===== config.mk =====
export PLATFORM = sky130hd
export DESIGN_NAME = mem_port_arbiter
export DESIGN_NICKNAME = d
export VERILOG_FILES = /design/src/rtl/mem_port_arbiter.sv
export SDC_FILE = /design/constraint.sdc
export NUM_CORES = 1
export LEC_CHECK = 0
export CAP_MARGIN = 10
export CORE_MARGIN = 2
export CORE_UTILIZATION = 46
export DETAILED_ROUTE_END_ITERATION = 8
export GPL_TIMING_DRIVEN = 0
export PLACE_DENSITY_LB_ADDON = 0.05
export SYNTH_ARGS = -nofsm -noshare
export SYNTH_HDL_FRONTEND = slang
export SYNTH_SLANG_ARGS = --single-unit

===== constraint.sdc =====
create_clock -name clk -period 8.31 [get_ports clk]
set_input_delay 1.662 -clock clk [delete_from_list [all_inputs] [get_ports clk]]
set_output_delay 1.662 -clock clk [all_outputs]
set_load 0.01 [all_outputs]

===== src/rtl/mem_port_arbiter.sv =====
// Shares the unified memory port between instruction fetch and data access:
// data-first priority, a fetch anti-starvation streak limit, and a no-response timeout.
module mem_port_arbiter #(
    parameter int unsigned MAX_STREAK = 4,
    parameter int unsigned TIMEOUT    = 255
) (
    input  logic        clk,
    input  logic        reset,
    input  logic        if_req,
    input  logic [31:0] if_addr,
    output logic [31:0] if_rdata,
    output logic        if_valid,
    output logic        if_stall,
    input  logic        d_req,
    input  logic        d_we,
    input  logic [31:0] d_addr,
    input  logic [31:0] d_wdata,
    output logic [31:0] d_rdata,
    output logic        d_valid,
    output logic        d_stall,
    output logic        mem_req,
    output logic        mem_we,
    output logic [31:0] mem_addr,
    output logic [31:0] mem_wdata,
    input  logic [31:0] mem_rdata,
    input  logic        mem_ready,
    output logic        bus_err
);
    localparam logic [2:0] STREAK_SAT = 3'(MAX_STREAK);
    localparam logic [7:0] TMO_LIMIT  = 8'(TIMEOUT);

    typedef enum logic [1:0] {
        S_IDLE    = 2'd0,
        S_BUSY_IF = 2'd1,
        S_BUSY_D  = 2'd2
    } state_t;

    state_t      r_state;
    logic [2:0]  r_streak;
    logic [7:0]  r_tmo;

    state_t      w_state_nxt;
    logic [2:0]  w_streak_nxt;
    logic [7:0]  w_tmo_nxt;
    logic        w_mem_req_nxt;
    logic        w_mem_we_nxt;
    logic [31:0] w_mem_addr_nxt;
    logic [31:0] w_mem_wdata_nxt;
    logic [31:0] w_if_rdata_nxt;
    logic [31:0] w_d_rdata_nxt;
    logic        w_if_valid_nxt;
    logic        w_d_valid_nxt;
    logic        w_bus_err_nxt;

    logic        w_if_cand;
    logic        w_d_cand;
    logic        w_grant_if;
    logic        w_grant_d;

    // A requester holding its completion pulse this cycle is about to drop req, so it sits out.
    assign w_if_cand  = if_req & ~if_valid;
    assign w_d_cand   = d_req & ~d_valid;
    assign w_grant_if = w_if_cand & (~w_d_cand | (r_streak == STREAK_SAT));
    assign w_grant_d  = w_d_cand & ~w_grant_if;

    assign if_stall = if_req & ~if_valid;
    assign d_stall  = d_req & ~d_valid;

    // Next-state and next-output logic for the arbitration / transaction FSM.
    always_comb begin
        w_state_nxt     = r_state;
        w_streak_nxt    = r_streak;
        w_tmo_nxt       = r_tmo;
        w_mem_req_nxt   = mem_req;
        w_mem_we_nxt    = mem_we;
        w_mem_addr_nxt  = mem_addr;
        w_mem_wdata_nxt = mem_wdata;
        w_if_rdata_nxt  = if_rdata;
        w_d_rdata_nxt   = d_rdata;
        w_if_valid_nxt  = 1'b0;
        w_d_valid_nxt   = 1'b0;
        w_bus_err_nxt   = 1'b0;
        case (r_state)
            S_IDLE: begin
                if (w_grant_if) begin
                    w_state_nxt     = S_BUSY_IF;
                    w_mem_req_nxt   = 1'b1;
                    w_mem_we_nxt    = 1'b0;
                    w_mem_addr_nxt  = if_addr;
                    w_mem_wdata_nxt = 32'd0;
                    w_tmo_nxt       = 8'd0;
                    w_streak_nxt    = 3'd0;
                end else if (w_grant_d) begin
                    w_state_nxt     = S_BUSY_D;
                    w_mem_req_nxt   = 1'b1;
                    w_mem_we_nxt    = d_we;
                    w_mem_addr_nxt  = d_addr;
                    w_mem_wdata_nxt = d_wdata;
                    w_tmo_nxt       = 8'd0;
                    if (if_req) begin
                        w_streak_nxt = (r_streak >= STREAK_SAT) ? STREAK_SAT : r_streak + 3'd1;
                    end else begin
                        w_streak_nxt = 3'd0;
                    end
                end else begin
                    w_state_nxt = S_IDLE;
                end
            end
            S_BUSY_IF, S_BUSY_D: begin
                if (mem_ready) begin
                    w_state_nxt   = S_IDLE;
                    w_mem_req_nxt = 1'b0;
                    if (r_state == S_BUSY_IF) begin
                        w_if_valid_nxt = 1'b1;
                        w_if_rdata_nxt = mem_rdata;
                    end else begin
                        w_d_valid_nxt = 1'b1;
                        // Stores leave the last load result visible.
                        if (!mem_we) begin
                            w_d_rdata_nxt = mem_rdata;
                        end else begin
                            w_d_rdata_nxt = d_rdata;
                        end
                    end
                end else if (r_tmo == TMO_LIMIT) begin
                    w_state_nxt   = S_IDLE;
                    w_mem_req_nxt = 1'b0;
                    w_bus_err_nxt = 1'b1;
                    if (r_state == S_BUSY_IF) begin
                        w_if_valid_nxt = 1'b1;
                        w_if_rdata_nxt = 32'd0;
                    end else begin
                        w_d_valid_nxt = 1'b1;
                        w_d_rdata_nxt = 32'd0;
                    end
                end else begin
                    w_tmo_nxt = r_tmo + 8'd1;
                end
            end
            default: begin
                w_state_nxt   = S_IDLE;
                w_mem_req_nxt = 1'b0;
            end
        endcase
    end

    // State, counters and all registered outputs.
    always_ff @(posedge clk or posedge reset) begin
        if (reset) begin
            r_state   <= S_IDLE;
            r_streak  <= 3'd0;
            r_tmo     <= 8'd0;
            mem_req   <= 1'b0;
            mem_we    <= 1'b0;
            mem_addr  <= 32'd0;
            mem_wdata <= 32'd0;
            if_rdata  <= 32'd0;
            d_rdata   <= 32'd0;
            if_valid  <= 1'b0;
            d_valid   <= 1'b0;
            bus_err   <= 1'b0;
        end else begin
            r_state   <= w_state_nxt;
            r_streak  <= w_streak_nxt;
            r_tmo     <= w_tmo_nxt;
            mem_req   <= w_mem_req_nxt;
            mem_we    <= w_mem_we_nxt;
            mem_addr  <= w_mem_addr_nxt;
            mem_wdata <= w_mem_wdata_nxt;
            if_rdata  <= w_if_rdata_nxt;
            d_rdata   <= w_d_rdata_nxt;
            if_valid  <= w_if_valid_nxt;
            d_valid   <= w_d_valid_nxt;
            bus_err   <= w_bus_err_nxt;
        end
    end
endmodule

# Word-level counts from Yosys, hierarchy flattened

Index checks and enable logic that the tools add are counted.

$add $sub $neg: 2
$lt $le $gt $ge: 1
Equality and inequality tests: 9
Muxes and demuxes: 45
Bitwise operators: 10
Reductions and logical operators: 10

Operators by type and width:

| cell                  | count |
|---|---|
| $mux W32              | 13 |
| $mux W8               | 4 |
| $mux W1               | 17 |
| $pmux W8 S2           | 1 |
| $mux W3               | 4 |
| $add A8 B1 Y8 const B | 1 |
| $eq A8 B8 Y1 const B  | 1 |
| $mux W2               | 4 |
| $reduce_and A4 Y1     | 2 |
| $ne A2 B2 Y1 const B  | 3 |
| $ne A3 B3 Y1 const B  | 2 |
| $reduce_bool A2 Y1    | 3 |
| $not A1 Y1            | 5 |
| $and A1 B1 Y1         | 4 |
| $pmux W2 S2           | 1 |
| $reduce_and A2 Y1     | 2 |
| $add A3 B1 Y3 const B | 1 |
| $eq A3 B3 Y1 const B  | 1 |
| $ge A3 B3 Y1 const B  | 1 |
| $reduce_and A3 Y1     | 1 |
| $eq A2 B1 Y1 const B  | 1 |
| $eq A2 B2 Y1 const B  | 1 |
| $logic_not A2 Y1      | 1 |
| $pmux W1 S2           | 1 |
| other kinds (2)       | 2 |

Flip-flop bits (word level): 146
Output and inout port bits: 135
Logic and storage cells: 89

# Longest topological paths before layout

Depth after elaboration: 10
Gate-level depth with buffers: 8

# Least setup slack after synthesis

Ideal clock, no wire load.

Path type: input to output
Start point: in if_req
End point: out if_stall
Arrival time: 1.938 ns
Slack: 4.710 ns
Cell stages on the path: 3
Path through: nand2b_1 > buf_6 > inv_1

Longest elaborated chain between the ends: 1

RTL lines:

| element            | RTL line | source |
|---|---|---|
| start: declaration | 9        | `input logic if_req,` |
| $and A1 B1 Y1      | 66       | `assign if_stall = if_req & ~if_valid;` |
| end: declaration   | 13       | `output logic if_stall,` |

No other way between the ends.

# Worst setup path in the final report

Ends and elaborated chain as after synthesis.

==> flow_metrics.tcl <==
set metrics [dict create \
    drtAntennaViolNets 0 \
    ios 269 \
    cts_setup_buffers 0 \
    period_share_pct 56.52 \
    ys_ff_latch 146 \
    timing.rr.end "if_rdata[14]" \
    power_density_nw_per_um2 373.2 \
    die_width_um 120.1 \
    grt_overflow 0 \
    tightest_slew_ns 0.5446 \
    clock-sinks 146 \
    die_h_um 120.1 \
    hold_depth 1 \
    syn_avg_cell_area_um2 12.25 \
    drt_first_pass_iters 5 \
    std_cell_rows 42 \
    n_antenna_cell 0 \
    cp_data_required_time_ns 6.65 \
    grt_pass1_vias 5618 \
    io_buffers 267 \
    grt_util_all_layers_pct 25.67 \
    path_cells "clkdlybuf4s50_1 -> nand2b_1 -> buf_6 -> inv_1 -> clkdlybuf4s50_1" \
    cp_max_fo 7 \
    rsz0062_at_grt "no" \
    worst_path_max_delay_cell "clkdlybuf4s50_1" \
    slowest_delay_ns 0.58 \
    reg2reg_from "r_state[0]" \
    post_cts_resized 0 \
    fmax_ghz 0.2129 \
    drv_cap 0 \
    critPathArrivalTime_ns 3.03 \
    drc 0 \
    max_slew_margin_pct 63.70 \
    clock_path_buffers 2 \
    area_growth_pct 57.41 \
    setup-tns-final_ns 0 \
    cts_buffers 17 \
    reg2reg_depth 8 \
    min_from "if_rdata[8]" \
    synth_top_area_cell "dfrtp_1" \
    clkTransAtPathRegs_ns 0.06 \
    reg2reg_slack_ns 6.23 \
    htree_levels 4 \
    synth_most_common_cell "dfrtp_1" \
    ys_seq_area_share_pct 58.92 \
    power.total_uw 3643 \
    insertion_delay_ns 0.42 \
    drive_above_1_share_pct 8.189 \
    finalHoldViolCount 0 \
    start_util_pct 47.01 \
    yosys_warnings 0 \
    design_area_um2 9761 \
    end_kind "output pin" \
    crit_top_cell "clkdlybuf4s50_1" \
    fin_crit_ns 4.697 \
    coreArea_um2 13190 \
    ctsHoldBuffers 0 \
    regArea_um2 3654 \
    outcome "completed" \
    synthCells 506 \
    cts_root_buf "clkbuf_16" \
    syn-num-nets 645 \
    crit_path_start_kind "primary input" \
    finalSetupViolations 0 \
    vias 5345 \
    critPathLaunch "if_req" \
    synthTopCellsByArea "dfrtp_1 (59%), a32o_1 (5.2%), mux2i_1 (5.2%)" \
    critPathKind "primary input to output pin" \
    fin_worst_skew_ns 0.004904 \
    finalWirelength_mm 18.00 \
    fin_nets 932 \
    leakage_uw 0.004401 \
    synthTopCellsByCount "dfrtp_1 (146), nand2_1 (42), a22o_1 (34)" \
    dr.first_iter.drc_count 324 \
    dieArea_um2 14430 \
    viasPerCell 5.443 \
    vdd_drop_max_v 0.0002057 \
    async_flop_share_pct 100.0 \
    synth_edf_count 0 \
    mappedNetlistArea_um2 6201 \
    post_drt_wl_per_cell_um 18.33 \
    synth.distinct_cells 40 \
    place_area_um2 9126 \
    yosysTopAreaCellShare_pct 58.92 \
    min_path_type "register to register" \
    place.gp.congestion 0.8618 \
    fillers 945 \
    grt_pass1_wl_mm 28.87 \
    finalMaxSlewViolations 0 \
    multi_input_area_um2 2262 \
    min_to "if_rdata[8]" \
    hpwl_mm 13.10 \
    cts_tree "done" \
    antenna_found_initial 0 \
    ys.flop_type "dfrtp_1" \
    grt_start_max_net_pins 93 \
]
==> worst max-delay path, delay by kind of cell <==
family	cells	cell delay [ns]
and+or+nand+nor	1	0.08
buffers and inverters	4	1.29
==> per-stage QoR <==
| step | std cells | hold slack [ns] | utilization [%] | worst slack (ns) |
|---|---|---|---|---|
| 5_1_grt | 982 | 0.4974 | 74.00 | 3.523 |
| 3_3_place_gp | 949 | 0.4573 | 68.94 | 0.8999 |
| 3_5_place_dp | 950 | 0.4657 | 69.19 | 3.622 |
| 6_report | 982 | 0.4734 | 74.00 | 3.613 |
| 2_1_floorplan | 506 | 0.4777 | - | 2.725 |
| 4_1_cts | 982 | 0.4790 | 74.00 | 3.618 |
==> cell families (layout without fill, tap and decap cells) <==
group,Yosys count,count (layout),share of synthesized area [%]
AO/OA/AOI/OAI,160,160,19.73
adder cells (fa/ha/maj),5,5,1.009
buffers and inverters,54,354,4.600
AND/OR/NAND/NOR,107,107,10.15
flip-flops,146,146,58.92
multiplexers,34,34,5.589
==> per-layer routing <==
layer / up-vias / wire [um] / part of all wire [%] / global-route usage [%]
met4: 0 / 354 / 2.0 / 9.338
met1: 2615 / 7528 / 42 / 32.43
met3: 29 / 1453 / 8.1 / 8.175
met5: - / 0 / 0 / 0
met2: 220 / 8668 / 48 / 41.51
li1: 2481 / - / - / -
==> where the power goes <==
part	internal, uW	leakage, uW	total, uW	switching (uW)
registers	1020	0.00185	1200	179
logic	872	0.00224	1640	770
clock network	519	0.000304	806	287
==> cell type report <==
cell class                      instances  share of cell area [%]
Multi-Input combinational cell        306                   23.18
Clock buffer                           24                   5.243
Clock inverter                          8                   1.256
Timing Repair Buffer                  268                   27.66
Buffer                                 46                   2.615
Sequential cell                       146                   37.43
Tap cell                              176                   2.256
Inverter                                8                  0.3589
==> sequential cells by signal (all words and copies together), names as in the netlist <==
name,flops
mem_req,1
r_state,2
mem_wdata,32
d_rdata,32
d_valid,1
r_tmo,8
if_rdata,32
r_streak,3
bus_err,1
mem_addr,32
if_valid,1
mem_we,1
==> how the worst max path moves through the flow <==
stage | to | slack (ns)
floorplan | bus_err | 2.73
global placement | if_rdata[23] | 0.90
detailed placement | if_stall | 3.62
CTS | if_stall | 3.62
global route | if_stall | 3.52
finish | if_stall | 3.61
==> layout by cell type, fill, tap and decap left out, types with 7 or more instances in the layout <==
cell and instances:
nand2_1 42, nand3_1 7, buf_2 17, a32o_1 32, a31oi_1 8, buf_6 8, clkdlybuf4s50_1 267, dfrtp_1 146
clkbuf_1 21, a21oi_1 7, a22o_1 34, and4_1 33, clkbuf_16 17, mux2i_1 32, o21ai_0 27, inv_1 7
a21o_1 32, o21ai_1 9
(Power assumes the default switching activity.)
